### src/rtl/si_pkg.sv
// Shared types and constants for the write-back scheduler slice.
package si_pkg;
   localparam int DEF_REG_AW = 5;
   localparam int DEF_REG_DW = 32;

   typedef struct packed {
      logic                  valid;
      logic [DEF_REG_AW-1:0] addr;
      logic [DEF_REG_DW-1:0] data;
   } wb_req_t;

   localparam logic [1:0] GNT_NONE = 2'd0;
   localparam logic [1:0] GNT_ALU  = 2'd1;
   localparam logic [1:0] GNT_LU   = 2'd2;
endpackage

### src/rtl/si_wb_sched_if.sv
// Issue, execute-unit and regfile write-port bundle of the scheduler.
interface si_wb_sched_if
   import si_pkg::*;
#(
   parameter int REG_AW = DEF_REG_AW,
   parameter int REG_DW = DEF_REG_DW
);
   logic              iss_valid_i;
   logic              iss_long_i;
   logic              iss_rd_en_i;
   logic [REG_AW-1:0] iss_rd_addr_i;
   logic              iss_rs1_en_i;
   logic [REG_AW-1:0] iss_rs1_addr_i;
   logic              iss_rs2_en_i;
   logic [REG_AW-1:0] iss_rs2_addr_i;
   logic              iss_stall_o;
   logic              alu_valid_i;
   logic [REG_AW-1:0] alu_addr_i;
   logic [REG_DW-1:0] alu_data_i;
   logic              alu_ready_o;
   logic              lu_valid_i;
   logic [REG_AW-1:0] lu_addr_i;
   logic [REG_DW-1:0] lu_data_i;
   logic              lu_ready_o;
   logic              wb_en_o;
   logic [REG_AW-1:0] wb_addr_o;
   logic [REG_DW-1:0] wb_data_o;
   logic [REG_AW:0]   busy_cnt_o;

   modport master (
      output iss_valid_i, iss_long_i, iss_rd_en_i, iss_rd_addr_i,
      output iss_rs1_en_i, iss_rs1_addr_i, iss_rs2_en_i, iss_rs2_addr_i,
      output alu_valid_i, alu_addr_i, alu_data_i,
      output lu_valid_i, lu_addr_i, lu_data_i,
      input  iss_stall_o, alu_ready_o, lu_ready_o,
      input  wb_en_o, wb_addr_o, wb_data_o, busy_cnt_o
   );

   modport slave (
      input  iss_valid_i, iss_long_i, iss_rd_en_i, iss_rd_addr_i,
      input  iss_rs1_en_i, iss_rs1_addr_i, iss_rs2_en_i, iss_rs2_addr_i,
      input  alu_valid_i, alu_addr_i, alu_data_i,
      input  lu_valid_i, lu_addr_i, lu_data_i,
      output iss_stall_o, alu_ready_o, lu_ready_o,
      output wb_en_o, wb_addr_o, wb_data_o, busy_cnt_o
   );
endinterface

### src/rtl/si_scoreboard.sv
// Busy-bit scoreboard for long-latency destinations with hazard lookup.
module si_scoreboard #(
   parameter int AW = 5
) (
   input  logic          clk,
   input  logic          rst,
   input  logic          set_en,
   input  logic [AW-1:0] set_addr,
   input  logic          clr_en,
   input  logic [AW-1:0] clr_addr,
   input  logic          rs1_en,
   input  logic [AW-1:0] rs1_addr,
   input  logic          rs2_en,
   input  logic [AW-1:0] rs2_addr,
   input  logic          rd_en,
   input  logic [AW-1:0] rd_addr,
   output logic          hazard,
   output logic [AW:0]   busy_cnt
);
   localparam int N  = 2 ** AW;
   localparam int CW = AW + 1;

   logic [N-1:0] busy;
   logic         do_set;
   logic         do_clr;

   // Guarding on the current bit keeps the incremental count exact.
   assign do_set = set_en && (set_addr != '0) && !busy[set_addr];
   assign do_clr = clr_en && (clr_addr != '0) && busy[clr_addr];

   assign hazard = (rs1_en && busy[rs1_addr])
                || (rs2_en && busy[rs2_addr])
                || (rd_en && busy[rd_addr]);

   always_ff @(posedge clk or posedge rst) begin
      if (rst) begin
         busy     <= '0;
         busy_cnt <= '0;
      end else begin
         if (do_set) busy[set_addr] <= 1'b1;
         if (do_clr) busy[clr_addr] <= 1'b0;
         busy_cnt <= busy_cnt + CW'(do_set) - CW'(do_clr);
      end
   end
endmodule

### src/rtl/si_wb_sched.sv
// Write-back port arbiter (ALU vs long unit) with anti-starvation
// and registered regfile write.
module si_wb_sched
   import si_pkg::*;
#(
   parameter int REG_DW     = DEF_REG_DW,
   parameter int REG_AW     = DEF_REG_AW,
   parameter int STARVE_MAX = 4
) (
   input logic          clk,
   input logic          rst,
   si_wb_sched_if.slave bus
);
   localparam int SW = $clog2(STARVE_MAX + 1);

   logic [SW-1:0] starve_cnt;
   logic          force_lu;
   logic          hazard;
   logic          sb_set;
   logic [1:0]    gnt;
   wb_req_t       req;

   assign force_lu = bus.lu_valid_i && (starve_cnt == SW'(STARVE_MAX));
   assign bus.alu_ready_o = !force_lu;
   assign bus.lu_ready_o  = bus.lu_valid_i && (force_lu || !bus.alu_valid_i);
   assign bus.iss_stall_o = bus.iss_valid_i && hazard;

   assign sb_set = bus.iss_valid_i && bus.iss_long_i
                && bus.iss_rd_en_i && !bus.iss_stall_o;

   always_comb begin
      gnt = GNT_NONE;
      req = '0;
      unique case (1'b1)
         bus.lu_ready_o: begin
            gnt = GNT_LU;
            req = '{1'b1, bus.lu_addr_i, bus.lu_data_i};
         end
         (bus.alu_valid_i && bus.alu_ready_o): begin
            gnt = GNT_ALU;
            req = '{1'b1, bus.alu_addr_i, bus.alu_data_i};
         end
         default: ;
      endcase
   end

   always_ff @(posedge clk or posedge rst) begin
      if (rst) begin
         starve_cnt    <= '0;
         bus.wb_en_o   <= 1'b0;
         bus.wb_addr_o <= '0;
         bus.wb_data_o <= '0;
      end else begin
         if (!bus.lu_valid_i || gnt == GNT_LU)
            starve_cnt <= '0;
         else if (!force_lu)
            starve_cnt <= starve_cnt + 1'b1;
         bus.wb_en_o <= req.valid;
         if (req.valid) begin
            bus.wb_addr_o <= req.addr;
            bus.wb_data_o <= req.data;
         end
      end
   end

   si_scoreboard #(.AW(REG_AW)) u_sb (
      .clk      (clk),
      .rst      (rst),
      .set_en   (sb_set),
      .set_addr (bus.iss_rd_addr_i),
      .clr_en   (gnt == GNT_LU),
      .clr_addr (bus.lu_addr_i),
      .rs1_en   (bus.iss_rs1_en_i),
      .rs1_addr (bus.iss_rs1_addr_i),
      .rs2_en   (bus.iss_rs2_en_i),
      .rs2_addr (bus.iss_rs2_addr_i),
      .rd_en    (bus.iss_rd_en_i),
      .rd_addr  (bus.iss_rd_addr_i),
      .hazard   (hazard),
      .busy_cnt (bus.busy_cnt_o)
   );
endmodule
### src/flat_wrapper.sv
// flat-port wrapper written by rule: the top's interface ports become plain ports
module si_wb_sched_flat import si_pkg::*;
#(
   parameter int REG_DW     = DEF_REG_DW,
   parameter int REG_AW     = DEF_REG_AW,
   parameter int STARVE_MAX = 4
)
  (clk, rst, bus_iss_valid_i, bus_iss_long_i, bus_iss_rd_en_i, bus_iss_rd_addr_i, bus_iss_rs1_en_i, bus_iss_rs1_addr_i, bus_iss_rs2_en_i, bus_iss_rs2_addr_i, bus_alu_valid_i, bus_alu_addr_i, bus_alu_data_i, bus_lu_valid_i, bus_lu_addr_i, bus_lu_data_i, bus_iss_stall_o, bus_alu_ready_o, bus_lu_ready_o, bus_wb_en_o, bus_wb_addr_o, bus_wb_data_o, bus_busy_cnt_o);
  si_wb_sched_if #(.REG_AW(REG_AW), .REG_DW(REG_DW)) bus_i ();
  input logic clk;
  input logic rst;
  input wire logic [$bits(bus_i.iss_valid_i)-1:0] bus_iss_valid_i;
  input wire logic [$bits(bus_i.iss_long_i)-1:0] bus_iss_long_i;
  input wire logic [$bits(bus_i.iss_rd_en_i)-1:0] bus_iss_rd_en_i;
  input wire logic [$bits(bus_i.iss_rd_addr_i)-1:0] bus_iss_rd_addr_i;
  input wire logic [$bits(bus_i.iss_rs1_en_i)-1:0] bus_iss_rs1_en_i;
  input wire logic [$bits(bus_i.iss_rs1_addr_i)-1:0] bus_iss_rs1_addr_i;
  input wire logic [$bits(bus_i.iss_rs2_en_i)-1:0] bus_iss_rs2_en_i;
  input wire logic [$bits(bus_i.iss_rs2_addr_i)-1:0] bus_iss_rs2_addr_i;
  input wire logic [$bits(bus_i.alu_valid_i)-1:0] bus_alu_valid_i;
  input wire logic [$bits(bus_i.alu_addr_i)-1:0] bus_alu_addr_i;
  input wire logic [$bits(bus_i.alu_data_i)-1:0] bus_alu_data_i;
  input wire logic [$bits(bus_i.lu_valid_i)-1:0] bus_lu_valid_i;
  input wire logic [$bits(bus_i.lu_addr_i)-1:0] bus_lu_addr_i;
  input wire logic [$bits(bus_i.lu_data_i)-1:0] bus_lu_data_i;
  output wire logic [$bits(bus_i.iss_stall_o)-1:0] bus_iss_stall_o;
  output wire logic [$bits(bus_i.alu_ready_o)-1:0] bus_alu_ready_o;
  output wire logic [$bits(bus_i.lu_ready_o)-1:0] bus_lu_ready_o;
  output wire logic [$bits(bus_i.wb_en_o)-1:0] bus_wb_en_o;
  output wire logic [$bits(bus_i.wb_addr_o)-1:0] bus_wb_addr_o;
  output wire logic [$bits(bus_i.wb_data_o)-1:0] bus_wb_data_o;
  output wire logic [$bits(bus_i.busy_cnt_o)-1:0] bus_busy_cnt_o;
  assign bus_i.iss_valid_i = bus_iss_valid_i;
  assign bus_i.iss_long_i = bus_iss_long_i;
  assign bus_i.iss_rd_en_i = bus_iss_rd_en_i;
  assign bus_i.iss_rd_addr_i = bus_iss_rd_addr_i;
  assign bus_i.iss_rs1_en_i = bus_iss_rs1_en_i;
  assign bus_i.iss_rs1_addr_i = bus_iss_rs1_addr_i;
  assign bus_i.iss_rs2_en_i = bus_iss_rs2_en_i;
  assign bus_i.iss_rs2_addr_i = bus_iss_rs2_addr_i;
  assign bus_i.alu_valid_i = bus_alu_valid_i;
  assign bus_i.alu_addr_i = bus_alu_addr_i;
  assign bus_i.alu_data_i = bus_alu_data_i;
  assign bus_i.lu_valid_i = bus_lu_valid_i;
  assign bus_i.lu_addr_i = bus_lu_addr_i;
  assign bus_i.lu_data_i = bus_lu_data_i;
  assign bus_iss_stall_o = bus_i.iss_stall_o;
  assign bus_alu_ready_o = bus_i.alu_ready_o;
  assign bus_lu_ready_o = bus_i.lu_ready_o;
  assign bus_wb_en_o = bus_i.wb_en_o;
  assign bus_wb_addr_o = bus_i.wb_addr_o;
  assign bus_wb_data_o = bus_i.wb_data_o;
  assign bus_busy_cnt_o = bus_i.busy_cnt_o;
  si_wb_sched #(.REG_DW(REG_DW), .REG_AW(REG_AW), .STARVE_MAX(STARVE_MAX)) u_core (.clk(clk), .rst(rst), .bus(bus_i));
endmodule
### config.mk
export PLATFORM = sky130hd
export DESIGN_NAME = si_wb_sched_flat
export DESIGN_NICKNAME = d
export VERILOG_FILES = /design/src/rtl/si_pkg.sv /design/src/rtl/si_wb_sched_if.sv /design/src/rtl/si_scoreboard.sv /design/src/rtl/si_wb_sched.sv /design/src/flat_wrapper.sv
export SDC_FILE = /design/constraint.sdc
export NUM_CORES = 1
export LEC_CHECK = 0
export ABC_AREA = 1
export CAP_MARGIN = 20
export CORE_ASPECT_RATIO = 0.6
export CORE_MARGIN = 1.5
export CORE_UTILIZATION = 62
export CTS_CLUSTER_DIAMETER = 100
export CTS_CLUSTER_SIZE = 30
export DETAILED_ROUTE_END_ITERATION = 8
export DONT_BUFFER_PORTS = 1
export PLACE_DENSITY = 0.88
export SYNTH_ARGS = -nofsm -noshare
export SYNTH_HDL_FRONTEND = slang
export SYNTH_SLANG_ARGS = --single-unit
export TNS_END_PERCENT = 20
### constraint.sdc
create_clock -name clk -period 5.43 [get_ports clk]
set_input_delay 0.8145 -clock clk [delete_from_list [all_inputs] [get_ports clk]]
set_output_delay 0.8145 -clock clk [all_outputs]
set_load 0.03 [all_outputs]
==> out/results.tsv <==
stage	metric	value	unit
status	status	complete, no violations	
job	max_cap_violations	0	
power	power.share.clock	30.5	%
timing	slew_headroom	36.3	%
setup_path	crit_buf_inv	3	
finish	multiInputGateArea	2580	sq um
logic_synthesis	syn-mean-instance-area	6.72	sq um
logic_synthesis	synth_top_flop_cell	dfrtp_1	
logic_synthesis	yosys-top-cells-area	dfrtp_1 (39%), nand2_1 (17%), nand3_1 (13%)	
setup_path	timing.critical_path.slowest_cell_delay	0.40	ns
setup_path	critical_path.endpoint	u_core.u_sb.busy_cnt[4]$_DFF_PP0_	
detailed_routing	num_vias	5111	
worst_hold_path	min_delay_path_depth	1	
power	leakage	0.00259	uW
setup_path	timing.critical_path.cells	inv_1, nand2_1, nand3_1, nand3_1, nand3_1, nand2_1, nand2_1, nand3_1, nand3_1, nand2_2, nand2_1, ha_1, inv_1, ha_1, inv_1, fa_1, o21a_1, xor2_1	
setup_path	cp_data_required_time	5.65	ns
finish	synthToLayoutAreaGrowth	6.31	%
cts	numCtsBuffers	9	
place	placed_insts	829	
place	place.port_buffers	0	
cts	cts_max_level	3	
timing	report.final.slew_viol_count	0	
logic_synthesis	syn-instance-count	749	
setup_path	reg2reg_to	u_core.u_sb.busy_cnt[4]$_DFF_PP0_	
floorplan	floorplan.die.width	119	um
grt	number_of_antenna_violations_at_the_first_check_in_global_routing	0	
detailed_routing	drt-vias-per-instance	6.05	
logic_synthesis	synth.ff_latch_count	79	
setup_path	path_delay_family	simple AND/OR/NAND/NOR gates	
logic_synthesis	netlist.top_cell.by_area	dfrtp_1	
power	net-switching-power	776	uW
floorplan	num_io_pins	145	
worst_hold_path	hold_class	reg -> reg	
detailed_routing	route.final.wire_length	15200	um
setup_path	worst-r2r-setup-slack	2.11	ns
place	detailedPlacementHpwl	11000	um
logic_synthesis	synth-warning-count	0	
finish	layout-drive-gt1-share	4.61	%
finish	sequential_cell_area	1980	sq um
detailed_routing	first_pass_iters	8	
setup_path	worst_r2r_path_depth	15	
power	power.share.combinational	21.7	%
detailed_routing	drt.antenna.violating_nets	0	
finish	cell_area_after_layout	5350	sq um
detailed_routing	drc	0	
cts	cts_root_buffer	clkbuf_16	
setup_path	critical-path-top-cell-by-count	nand3_1	
setup_path	critical_path.endpoint_type	register	
floorplan	die_height	72.8	um
detailed_routing	wl_per_cell	17.9	um
finish	post_layout_nonfiller_instances	845	
setup_path	worst-path-stages	18	
finish	nFillCells	674	
cts	clock_sinks	79	
timing	totalNegativeSetupSlack	0	ns
grt	global_route.overflow_total	0	
timing	min_period	3.47	ns
cts	clock_tree_from_tritoncts	done	
power	cellInternalPower	1240	uW
timing	tightestPinTransition	0.955	ns
timing	clock-skew-final	0.00351	ns
floorplan	initial_core_util	63.9	%
place	placed_cell_area	5040	sq um
cts	clock_latency_reported_for_the_late_side_of_the_worst_skew_pair	0.34	ns
floorplan	placement_rows	25	
grt	largest_net_degree_at_the_start_of_global_routing	80	
setup_path	critPathMaxFanout	33	
setup_path	timing.rr.start	u_core.starve_cnt[0]$_DFFE_PP0P_	
power	p_per_area	377	nW/um^2
finish	antennaDiodeCount	0	
setup_path	worst_setup_path_startpoint	bus_iss_rs2_addr_i[0]	
cts	post_cts_resized	0	
floorplan	core-area	7880	sq um
detailed_routing	drt-initial-drc-count	625	
logic_synthesis	synth_fp_nets	856	
timing	final_hold_viol_count	0	
power	vdd_ir_drop_max	0.319	mV
cts	postCtsSetupBuffers	0	
logic_synthesis	post-synth-top-area-fraction	39.3	%
setup_path	worstSetupPathType	in -> reg	
logic_synthesis	yosysUniqueCellTypes	31	
logic_synthesis	synth_async_sr_flop_share	100	%
grt	number_of_global_route_vias_before_repair	4474	
cts	cts.reportedPaths.clkPinSlew	0.06	ns
cts	post_cts_hold_buffer_count	0	
logic_synthesis	post_synth_edffs	0	
finish	nets	839	
logic_synthesis	seq_area_frac_synth	39.3	%
timing	finalSetupViolations	0	
logic_synthesis	mappedNetlistArea	5040	sq um
floorplan	floorplan.die_area	8690	sq um
setup_path	setup.worst_path.start_class	primary input	
power	netSwitchingFraction	38.4	%
timing	grt_setup_unrepaired	false	
grt	groute.usage.overall	35.3	%
timing	clock.fmax	288	MHz
timing	final.period_utilization	64.0	%
setup_path	critPathArrivalTime	3.70	ns
finish	final_core_util	67.9	%
place	gp_congestion	1.06	
power	sequential_fraction_of_design_power	47.8	%
setup_path	crit_slowest_cell	fa_1	
grt	wire_length_of_the_first_global_routing_pass	23200	um
cts	clock_tree.buffer_depth	2	
## metrics by stage
stage / power, uW / hold WS, ns / worst slack, ns
final: 2020 / 0.463 / 1.96
after global routing: 2110 / 0.484 / 1.65
after CTS: 2010 / 0.460 / 2.04
after detailed placement: 1390 / 0.453 / 1.71
after global placement: 1370 / 0.444 / 1.79
after floorplan: 1240 / 0.431 / 2.07
## placed cells by master (no fill, tap or decap), drive strengths merged
master and instances:
a21oi 35, a22oi 1, a31oi 1, buf 5, bufinv 1, clkbuf 12, clkinv 2, clkinvlp 2
dfrtp 79, fa 1, ha 8, inv 81, nand2 232, nand3 135, nand3b 1, nand4 8
nor2 82, nor3 16, o2111ai 2, o211ai 6, o21a 1, o21ai 8, o22ai 12, xnor2 2
xor2 4
## power by group through the flow
stage	logic, uW	registers, uW	clock network, uW
floorplan	366	878	0
global placement	409	961	0
detailed placement	432	961	0
CTS	435	953	617
global route	508	965	639
finish	439	965	616
## area by class of cell
cell class | count | area share [%]
clock buffer | 12 | 4.79
clock inverter | 4 | 1.00
inverter | 82 | 5.77
multi-input combinational | 555 | 48.3
sequential | 79 | 36.9
tap | 108 | 2.52
timing repair buffer | 5 | 0.701
## synth_stat cells, types with 4 or more instances
cell,number
o22ai_1,12
nor3_1,15
xor2_1,4
inv_1,78
o211ai_1,6
nor2_1,78
a21oi_1,35
nand3_1,135
nand2_1,229
inv_2,4
dfrtp_1,79
clkbuf_1,13
o21ai_0,8
buf_2,12
nand4_1,8
ha_1,8
buf_4,6
## flip-flops by register name (all words and copies together) (netlist names)
signal / cells
u_core.bus.wb_addr_o: 5
u_core.bus.wb_data_o: 32
u_core.bus.wb_en_o: 1
u_core.starve_cnt: 3
u_core.u_sb.busy: 32
u_core.u_sb.busy_cnt: 6
## worst min-delay path by stage
stage | slack (ns) | endpoint | from
final | 0.46 | u_core.starve_cnt[0]$_DFFE_PP0P_ | u_core.starve_cnt[0]$_DFFE_PP0P_
after global routing | 0.48 | u_core.starve_cnt[0]$_DFFE_PP0P_ | u_core.starve_cnt[0]$_DFFE_PP0P_
after floorplan | 0.43 | u_core.starve_cnt[0]$_DFFE_PP0P_ | u_core.starve_cnt[0]$_DFFE_PP0P_
after detailed placement | 0.45 | u_core.u_sb.busy[0]$_DFF_PP0_ | u_core.u_sb.busy[0]$_DFF_PP0_
after CTS | 0.46 | u_core.starve_cnt[0]$_DFFE_PP0P_ | u_core.starve_cnt[0]$_DFFE_PP0P_
after global placement | 0.44 | u_core.starve_cnt[0]$_DFFE_PP0P_ | u_core.starve_cnt[0]$_DFFE_PP0P_
## logic make-up (layout without fill, tap and decap cells)
group | count (synthesis) | in the layout | synth area share [%]
AO/OA/AOI/OAI | 66 | 66 | 7.43
XOR/XNOR | 6 | 6 | 1.04
adder cells (fa/ha/maj) | 9 | 9 | 2.39
buffers and inverters | 115 | 103 | 9.47
flip-flops | 79 | 79 | 39.3
AND/OR/NAND/NOR | 474 | 474 | 40.4
## metal layers
metal	track usage [%]	vias up	share of wire, %
met1	50.3	2328	41
met2	51.3	356	41
met4	10.7	0	2.0
li1	-	2381	-
met3	12.0	46	16
met5	0	-	0
Note: power is estimated with default switching activity, not from simulation.
==> edit 1 (same flow settings) <==
Reset style: synchronous (`rst`), changed in 2 clocked blocks.
--- a/src/rtl/si_scoreboard.sv
+++ b/src/rtl/si_scoreboard.sv
@@ -32,7 +32,7 @@
                 || (rs2_en && busy[rs2_addr])
                 || (rd_en && busy[rd_addr]);
 
-   always_ff @(posedge clk or posedge rst) begin
+   always_ff @(posedge clk) begin
       if (rst) begin
          busy     <= '0;
          busy_cnt <= '0;
--- a/src/rtl/si_wb_sched.sv
+++ b/src/rtl/si_wb_sched.sv
@@ -44,7 +44,7 @@
       endcase
    end
 
-   always_ff @(posedge clk or posedge rst) begin
+   always_ff @(posedge clk) begin
       if (rst) begin
          starve_cnt    <= '0;
          bus.wb_en_o   <= 1'b0;
Function: differs if rst is asserted again (counterexample within 4 cycles, from zero or initial values and one cycle with rst high); with rst held inactive, the same outputs for 4 cycles.
==> edit 1 against the original RTL <==
Cell count rose by 9.3%. Register-to-register slack got worse by 270 ps. Utilization rose by 0.24 points. Routed wire length rose by 10%. Design area rose by 2.3%. Synthesized area rose by 4.3%. Total power fell by 20%. Sequential cell count did not move. Combinational power fell by 41%. Synthesized cell count rose by 12%. Die area rose by 4.2%. Worst setup slack got worse by 110 ps. Highest routed layer unchanged.
==> edit 1: results (changes against the original RTL) <==
Outcome
  • Outcome: completed

Yosys
  • Top post-synthesis cells by area: dfxtp_1 30%, nand2_1 14%, inv_1 9.6%
  • Seq/Total Area, Yosys: 30.1% (-9.2 points)
  • Syn Nets: 944 (+10%)
  • Mean Syn Cell Area: 6.28 um2 (-6.6%)
  • Top_reg_cell synth: dfxtp_1
  • Synth cell types: 35 (+13%)
  • Most frequent cells after synthesis: 194 x nand2_1, 135 x inv_1, 92 x nand3_1

Route
  • Wire per inst: 18.1 um (+0.86%)
  • Via density: 6.07 (+0.31%)
  • Pre-antenna DRT Iters: 6 (-2)

Setup path
  • Crit-path leading delay family: simple AND/OR/NAND/NOR gates
  • CP max-delay cell: nand2_2
  • Worst path max stage delay: 480 ps (+80 ps)
  • R2r worst-path depth: 22 (+7)
  • Flop2flop setup slack: 1840 ps (-270 ps)
  • Worst r2r src: u_core.starve_cnt[0]
  • Crit path kind: flop to flop
  • Crit Path Max Fanout: 28 (-15%)
  • Crit path arrival time: 3860 ps (+160 ps)

Placement
  • Dpl ws: 1630 ps (-82.3 ps)
  • Cells after DPL: 909 (+9.7%)
  • Dpl hpwl: 11,800 um (+7.6%)
  • Placer Congestion: 1.02 (-3.7%)

Global routing
  • M2 GR Usage: 57.9% (+6.7 points)
  • Met1 usage: 48.6% (-1.7 points)
  • Largest net degree at the start of global routing: 63 (-21%)
  • Vias in the first global route: 5,212 (+16%)
  • GR Util met3: 13.0% (+0.93 points)
  • Global-route wire length before repair: 25,800 um (+11%)

Clock network
  • Bufs on Longest Clock Path: 2 (unchanged)
  • Clk slew on worst S/H paths: 60 ps (about the same)

STA
  • Least-Margin Pin Slew: 879 ps (-76.6 ps)
  • Skew final: 4.84 ps (+1.33 ps)
  • Fmax achieved: 279 MHz (-3.1%)

Min path
  • Worst Hold Depth: 2 (+1)

Power
  • Peak VDD IR: 0.000336 V (+5.4%)
  • Leak Pwr: 2.37 nW (-8.7%)

Finish
  • Nets: 919 (+9.5%)
  • Filler cells: 700 (+3.9%)
  • Layout cell share with drive strength beyond 1: 7.23% (+2.6 points)
edit 1: logic make-up after synthesis:
kind of cell    share of synthesized area (%)
buf+inv                                  15.4
flops                                    30.1
compound gates                           15.2
fa+ha+maj                                2.29
xor+xnor                                0.333
simple gates                             36.7
edit 1: cell type report:
cell class	count	area [um2]	share of cell area, %
Inverter	145	549	10.0
Timing Repair Buffer	5	37.5	0.685
Multi-Input combinational cell	572	2860	52.2
Clock inverter	5	83.8	1.53
Sequential cell	79	1580	28.9
Tap cell	108	135	2.47
Clock buffer	10	229	4.18
edit 1: tightest hold or removal path, stage by stage, from the launching register on:
cell and delay [ps]:
dfxtp_1 370, inv_1 70, nor2_1 30
edit 1: power by group:
group | internal [mW] | total [mW] | switching [mW]
Sequential | 0.618 | 0.720 | 0.102
Combinational | 0.0849 | 0.257 | 0.172
Clock | 0.401 | 0.643 | 0.242
edit 1: worst min-delay path by stage:
stage / startpoint / endpoint / slack [ps]
2_1_floorplan: u_core.u_sb.busy[0] / u_core.u_sb.busy[0] / 430
3_3_place_gp: u_core.u_sb.busy[0] / u_core.u_sb.busy[0] / 500
3_5_place_dp: u_core.u_sb.busy[0] / u_core.u_sb.busy[0] / 500
4_1_cts: u_core.u_sb.busy[0] / u_core.u_sb.busy[0] / 510
5_1_grt: rst / u_core.bus.wb_addr_o[3] / 520
6_report: u_core.u_sb.busy[0] / u_core.u_sb.busy[0] / 520
edit 1: per-layer routing:
layer  wire [um]  part of all wire (%)
met1        6900                    41
met3        2190                    13
met5           0                     0
met2        7130                    43
met4         484                   2.9
edit 1: metrics by stage:
step	cell area, um2	utilization [%]
final	5480	68.2
after global routing	5480	68.2
after CTS	5480	68.2
after floorplan	5250	-
after global placement	5170	64.3
after detailed placement	5170	64.3
==> edit 2 (same settings) <==
Without the edit above. Change the package constant `DEF_REG_AW` from 5 to 4.
--- a/src/rtl/si_pkg.sv
+++ b/src/rtl/si_pkg.sv
@@ -1,6 +1,6 @@
 // Shared types and constants for the write-back scheduler slice.
 package si_pkg;
-   localparam int DEF_REG_AW = 5;
+   localparam int DEF_REG_AW = 4;
    localparam int DEF_REG_DW = 32;
 
    typedef struct packed {
Ports: changed (7 resized); port bits go from 145 to 138. No check against the original RTL was run, so the function may have changed too.
==> edit 2 against the original RTL <==
Register-to-register slack better by 110 ps. Design area down 31%. Routed wire length down 41%. Synthesized area down 30%. Global-route usage down 4.9 points. Worst setup slack better by 260 ps. Sequential share of layout area up 4.2 points. Synthesized cell count down 32%. Sequential cell count down 18. Combinational power down 22%. Total power down 33%. Critical endpoint unchanged. Largest power group unchanged.
==> edit 2: results (changes against the original RTL) <==
STA
  • Fmax achieved: 311 MHz (+8.2%)
  • Relative slew slack: 51.8% (+15 points)
  • Skew final: 6.57 ps (+3.06 ps)
  • Fin Hold WS: 378 ps (-85.3 ps)

Power
  • Pwr Total: 1.35 mW (-33%)
  • Peak VDD IR: 0.000187 V (-41%)
  • Clk pwr: 0.324 mW (-47%)
  • P_sw: 0.536 mW (-31%)
  • Seq. pwr: 0.684 mW (-29%)

Finish
  • Biggest regs: u_core.bus.wb_data_o: 32 flops, u_core.u_sb.busy: 16 flops, u_core.u_sb.busy_cnt: 5 flops
  • Filler cells: 450 (-33%)
  • Nets: 607 (-28%)
  • Non-clock buffering overhead: 0.606% (-0.095 points)
  • Logic inverters: 56 (-32%)
  • Multi-input gate share of total cell area: 45.8% (-2.5 points)
  • Final Non-Filler Cells: 589 (-30%)
  • ClkCell Share: 4.18% (-1.6 points)
  • #MultiIn Comb: 375 (-32%)
  • Clock buffer cells: 10 (-2)

Placement
  • Placer Congestion: 0.991 (-6.7%)
  • Placed inst area: 3560 um2 (-29%)
  • Dpl ws: 2100 ps (+385 ps)
  • Dpl hpwl: 6750 um (-39%)
  • Cells after DPL: 575 (-31%)

Global routing
  • Global-route wire length before repair: 14,000 um (-40%)
  • Global-route usage over all layers: 30.4% (-4.9 points)
  • Vias in the first global route: 2,999 (-33%)

Setup path
  • Crit Path Max Fanout: 5 (-85%)
  • Flop2flop setup slack: 2220 ps (+110 ps)
  • CP max-delay cell: dfrtp_1
  • Crit path arrival time: 3470 ps (-230 ps)
  • Crit path kind: flop to flop

Route
  • DRT iter0 DRCs: 446 (-29%)
  • Wire per inst: 15.1 um (-16%)
  • Via count: 3,383 (-34%)

Outcome
  • Outcome: completed

Yosys
  • Most frequent cells after synthesis: 200 x nand2_1, 78 x nand3_1, 61 x dfrtp_1
  • Mean Syn Cell Area: 6.95 um2 (+3.4%)
  • #FFs+latches synth: 61 (-23%)
  • Seq/Total Area, Yosys: 43.2% (+4.0 points)

Floorplan
  • Area of the die: 6170 um2 (-29%)

Clock network
  • Root Driver: clkbuf_8
## edit 2: changes by cell type after synthesis, sizes merged, moves of 14 or more
cell   change
nor2      -39
buf       -14
inv       -26
dfrtp     -18
nand3     -57
a21oi     -16
nand2     -31
## edit 2: cells by family after synthesis
kind of cell	after synthesis	synth area share, %
XOR/XNOR	5	1.24
buffers and inverters	72	8.58
flip-flops	61	43.2
AND/OR/NAND/NOR	326	38.2
adder cells (fa/ha/maj)	8	3.05
AO/OA/AOI/OAI	36	5.74
## edit 2: metal layers
layer,GRT usage [%],up-vias,wire (um)
li1,-,1595,-
met1,40.5,1553,3630
met4,11.3,0,177
met3,12.6,28,1230
met2,45.2,207,3850
met5,0,-,0
## edit 2: worst max-delay path: cells and delay by family, from the launching register on
family,cells,cell delay [ps]
flip-flops,1,400
XOR/XNOR,1,160
adder cells (fa/ha/maj),4,920
buffers and inverters,5,420
AO/OA/AOI/OAI,1,240
AND/OR/NAND/NOR,6,1000
